==> config.mk <==
export PLATFORM = sky130hd
export DESIGN_NAME = game_countdown_timer
export DESIGN_NICKNAME = d
export VERILOG_FILES = /design/src/rtl/game_countdown_timer.sv
export SDC_FILE = /design/constraint.sdc
export NUM_CORES = 1
export LEC_CHECK = 0
export CORE_MARGIN = 2
export CORE_UTILIZATION = 43
export DETAILED_ROUTE_END_ITERATION = 8
export HOLD_SLACK_MARGIN = 0.02
export PLACE_DENSITY = 0.86
export SLEW_MARGIN = 20
export SYNTH_ARGS = -nofsm -noshare
export SYNTH_HDL_FRONTEND = slang
export SYNTH_SLANG_ARGS = --single-unit
==> constraint.sdc <==
create_clock -name clk -period 2.37 [get_ports clk]
set_input_delay 0.474 -clock clk [delete_from_list [all_inputs] [get_ports clk]]
set_output_delay 0.474 -clock clk [all_outputs]
set_load 0.02 [all_outputs]
==> src/rtl/game_countdown_timer.sv <==
// Purpose: two-digit BCD level countdown, one step per tick edge; timeout pulse on expiry. Optional macro: TIMER_WARN_BLINK_EN.
// Latency: start/tick effects visible one cycle after the sampling edge; all outputs registered.
// Backpressure: none; ticks arriving while paused or expired are dropped, not queued.
module game_countdown_timer #(
  parameter logic [7:0] DEFAULT_SECS = 8'h60,
  parameter logic [7:0] WARN_SECS    = 8'h10
) (
  input  logic       clk,
  input  logic       reset,
  input  logic       tick,
  input  logic       duty50_in,
  input  logic       start,
  input  logic       pause,
  input  logic [7:0] load_val,
  output logic [3:0] ones,
  output logic [3:0] tens,
  output logic       running,
  output logic       expired,
  output logic       timeout,
  output logic       warning
);

  typedef enum logic [1:0] {S_IDLE, S_RUN, S_PAUSED, S_EXPIRED} state_t;

  state_t     state;
  state_t     nxt_state;
  logic [7:0] nxt_digits;
  logic       nxt_timeout;
  logic       tick_d;
  logic       tick_rise;
  logic       load_ok;
  logic       low_time;
  logic       warn_nxt;

  // Edge detect on tick and BCD validity of the requested start value.
  always_comb begin
    tick_rise = tick & ~tick_d;
    load_ok   = (load_val[7:4] <= 4'd9) && (load_val[3:0] <= 4'd9) && (load_val != 8'h00);
  end

  // Next state and digits; start outranks pause, which outranks the tick edge.
  always_comb begin
    nxt_state   = state;
    nxt_digits  = {tens, ones};
    nxt_timeout = 1'b0;
    if (start) begin
      nxt_state  = S_RUN;
      nxt_digits = load_ok ? load_val : DEFAULT_SECS;
    end else begin
      case (state)
        S_RUN: begin
          if (pause) begin
            nxt_state = S_PAUSED;
          end else if (tick_rise) begin
            // Treat anything at or below 01 as the last step so the count can never wrap.
            if ({tens, ones} <= 8'h01) begin
              nxt_digits  = 8'h00;
              nxt_state   = S_EXPIRED;
              nxt_timeout = 1'b1;
            end else if (ones == 4'd0) begin
              nxt_digits = {tens - 4'd1, 4'd9};
            end else begin
              nxt_digits = {tens, ones - 4'd1};
            end
          end
        end
        S_PAUSED: begin
          if (!pause) nxt_state = S_RUN;
        end
        default: begin
        end
      endcase
    end
  end

  // Low-time indication is derived from the next state so it lines up with the digits it describes.
  always_comb begin
    low_time = ((nxt_state == S_RUN) || (nxt_state == S_PAUSED)) && (nxt_digits <= WARN_SECS);
`ifdef TIMER_WARN_BLINK_EN
    warn_nxt = low_time & duty50_in;
`else
    warn_nxt = low_time;
`endif
  end

`ifndef TIMER_WARN_BLINK_EN
  // The blink source is only consumed by the blinking variant.
  logic unused_duty;
  assign unused_duty = duty50_in;
`endif

  // State, digits and every output flag are registered together.
  always_ff @(posedge clk or posedge reset) begin
    if (reset) begin
      state   <= S_IDLE;
      tens    <= DEFAULT_SECS[7:4];
      ones    <= DEFAULT_SECS[3:0];
      tick_d  <= 1'b0;
      running <= 1'b0;
      expired <= 1'b0;
      timeout <= 1'b0;
      warning <= 1'b0;
    end else begin
      state   <= nxt_state;
      tens    <= nxt_digits[7:4];
      ones    <= nxt_digits[3:0];
      tick_d  <= tick;
      running <= (nxt_state == S_RUN);
      expired <= (nxt_state == S_EXPIRED);
      timeout <= nxt_timeout;
      warning <= warn_nxt;
    end
  end

endmodule

==> impl_metrics.tcl <==
set metrics [dict create \
    post-dp-hpwl_um 2361 \
    antenna_cells 0 \
    timing.rr.end "warning" \
    multi_input_comb_area_um2 633.1 \
    cts.htree.levels 1 \
    vias_per_cell 5.888 \
    yosysUniqueCellTypes 41 \
    switching_share_pct 40.36 \
    rsz0062_at_grt "yes" \
    regArea_um2 380.4 \
    ys_seq_area_share_pct 37.33 \
    grt_pass1_vias 1167 \
    synth_edf_count 0 \
    critPathCapture "warning" \
    tightest_slew_ns 0.5952 \
    leakage_nw 0.7118 \
    cts_buffers 3 \
    worstPathArrival_ns 2.59 \
    timing.rr.start "tens[1]" \
    first_pass_iters 4 \
    drt-total-wl_um 3100 \
    p_int_mw 0.7125 \
    grt_usage_pct 26.92 \
    crit_type "reg -> reg" \
    synthesis.area_um2 1012 \
    portBuffers 24 \
    reg2reg_depth 11 \
    period_needed_ns 2.392 \
    grt-ovfl-total 0 \
    synth.ff_latch_count 15 \
    dieHeight_um 52.52 \
    drtIter0Drc 60 \
    reg2reg_slack_ns -0.02 \
    crit_start "tens[1]" \
    cpMaxStageDelayCell "dfstp_2" \
    avgSynthCellArea_um2 9.038 \
    grt_pass1_wl_um 5313 \
    vdd_drop_max_uv 695.1 \
    std_cell_rows 17 \
    postSynth.asyncResetShare_pct 100.0 \
    grt_max_degree 16 \
    seq_power_share_pct 29.8 \
    violations "setup timing" \
    p_sw_mw 0.4821 \
    final_max_slew_viol_count 0 \
    clock_power_share_pct 13.3 \
    fin_nets 189 \
    p_comb_share_pct 56.9 \
    antenna_found_initial 0 \
    drive_gt1_share_pct 30.95 \
    p_per_area_nw_per_um2 754.8 \
    maxCapViolCount 0 \
    routedWlPerCell_um 15.82 \
    fp.dieArea_um2 2758 \
    cts_tree "yes" \
    cpPeakStageDelay_ns 0.55 \
    die_x_um 52.52 \
    status "finished, violations left" \
    path_cells "inv_2 -> ha_4 -> o41ai_4 -> and3_4 -> o21ai_2 -> a21oi_1 -> o21ai_1 -> a21o_1 -> ha_1 -> a211o_1 -> a2111oi_2" \
    critical_path_required_ns 2.57 \
    hold_class "in -> async" \
    cts.root.buffer_cell "clkbuf_4" \
    syn_inst 112 \
    finalPower_mw 1.195 \
    via_count 1154 \
    clock_sinks 15 \
    max_freq_mhz 418.1 \
    initial_core_util_pct 45.76 \
    gp_congestion 1.030 \
    fill_cells 164 \
    cp-start-kind "register" \
    clk_latency_ns 0.30 \
    pin_count 26 \
    ys_warn_count 0 \
    synth_fp_nets 132 \
    setup-violations-final 1 \
    cts.clk_slew.worst_paths_ns 0.10 \
    drcViolationCount 0 \
    whs_ns 0.5286 \
    core_area_um2 2212 \
    hold_viol 0 \
    path_max_fanout 4 \
    period_share_pct 100.9 \
    slew_headroom_pct 60.28 \
    skew_ns 0.007527 \
    area_growth_syn_to_layout_pct 56.37 \
    ant_nets 0 \
    setup_ws_ns -0.02193 \
    cts_buffer_depth 2 \
    worstSetupEndpointType "register" \
    ys.flop_type "dfrtp_1" \
]
==> power by group through the flow <==
stage / combinational (mW) / sequential, mW / clock, mW
after floorplan: 0.311 / 0.408 / 0
after global placement: 0.624 / 0.354 / 0
after detailed placement: 0.648 / 0.358 / 0
after CTS: 0.669 / 0.354 / 0.159
after global routing: 0.746 / 0.363 / 0.176
final: 0.680 / 0.356 / 0.158
==> cells in the final DEF, fill, tap and decap left out, types with 2 or more instances in the layout <==
cell,Yosys,layout
buf_4,0,31
clkdlybuf4s50_1,0,24
nor2_1,12,12
dfrtp_1,13,11
inv_1,9,8
nand2_1,9,8
a21oi_1,7,7
nor3_1,5,5
ha_1,6,4
nor2b_1,3,3
o21ai_0,5,3
clkbuf_4,0,3
nor4_1,2,2
nand3_1,2,2
a311oi_1,2,2
o22ai_1,2,2
xnor2_1,2,2
o21a_1,2,2
a221o_1,2,2
a21o_1,2,2
dfrtp_2,0,2
dfstp_2,2,2
==> how the worst min path moves through the flow <==
stage               startpoint        to  slack [ns]
floorplan                reset   expired        0.37
detailed placement    state[1]  state[1]        0.62
finish                   reset   warning        0.53
global route             reset   warning        0.57
global placement      state[1]  state[1]        0.60
CTS                      reset   warning        0.55
==> flip-flops by register name, summed over array words and instances, names as in the netlist <==
signal,count
running,1
warning,1
expired,1
timeout,1
tick_d,1
tens,4
state,2
ones,4
==> layer usage <==
metal	track usage, %	vias to the layer above	wire [um]
met5	0	-	0
met4	14.10	0	124
met3	6.571	26	236
met2	43.13	70	1521
met1	33.21	527	1217
li1	-	531	-
==> repair_timing <==
item	4_1_cts	5_1_grt
pin swaps	3	0
buffers inserted	2	0
hold endpoints to repair	0	0
hold buffers	0	0
endpoints found under the setup margin	1	1
gates resized for setup	3	1
==> cell usage after synthesis, types with 2 or more instances <==
library cell / number / area [um^2]
nor2_1: 12 / 45.04
nor3_1: 5 / 25.02
a311oi_1: 2 / 17.52
a21o_1: 2 / 15.01
ha_1: 6 / 75.07
nand2_1: 9 / 33.78
a221o_1: 2 / 20.02
nand3_1: 2 / 10.01
dfstp_2: 2 / 52.55
o22ai_1: 2 / 12.51
nor4_1: 2 / 12.51
a21oi_1: 7 / 35.03
buf_2: 3 / 15.01
o21a_1: 2 / 15.01
dfrtp_1: 13 / 325.3
inv_1: 9 / 33.78
nor2b_1: 3 / 18.77
o21ai_0: 5 / 25.02
xnor2_1: 2 / 17.52
==> area by class of cell <==
cell class	count	area share, %
sequential	15	24.03
inverter	9	2.134
tap	28	2.213
timing repair buffer	55	29.88
multi-input combinational	85	40.00
clock buffer	3	1.423
clock inverter	1	0.3162
==> logic make-up (layout without fill, tap and decap cells) <==
group	Yosys count	after routing	synth area share, %
AOI/OAI and AO/OA	35	35	26.58
buffers and inverters	12	68	4.820
muxes	1	1	0.9889
adders and majority gates	6	6	7.416
DFF	15	15	37.33
xor gates and xnor gates	3	3	2.596
and+or+nand+nor	40	40	20.27
==> worst max-delay path: cells and delay by family (launching register included) <==
kind,cells,cell delay (ns)
fa+ha+maj,2,0.44
flops,1,0.55
buf+inv,1,0.06
compound gates,7,0.98
simple gates,1,0.27
==> stage by stage <==
stage               setup TNS [ns]  cell area, um^2  utilization, %  std cells  setup slack (ns)
finish                    -0.02193             1583           71.55        196          -0.02193
global route               -0.1380             1583           71.55        196           -0.1380
CTS                       -0.03251             1577           71.27        196          -0.03251
detailed placement         -0.3983             1518           68.61        190           -0.3618
global placement           -0.2910             1518           68.61        190           -0.2910
floorplan                        0             1040               -        112          0.003652
No activity file was read; power rests on OpenSTA's default activity.
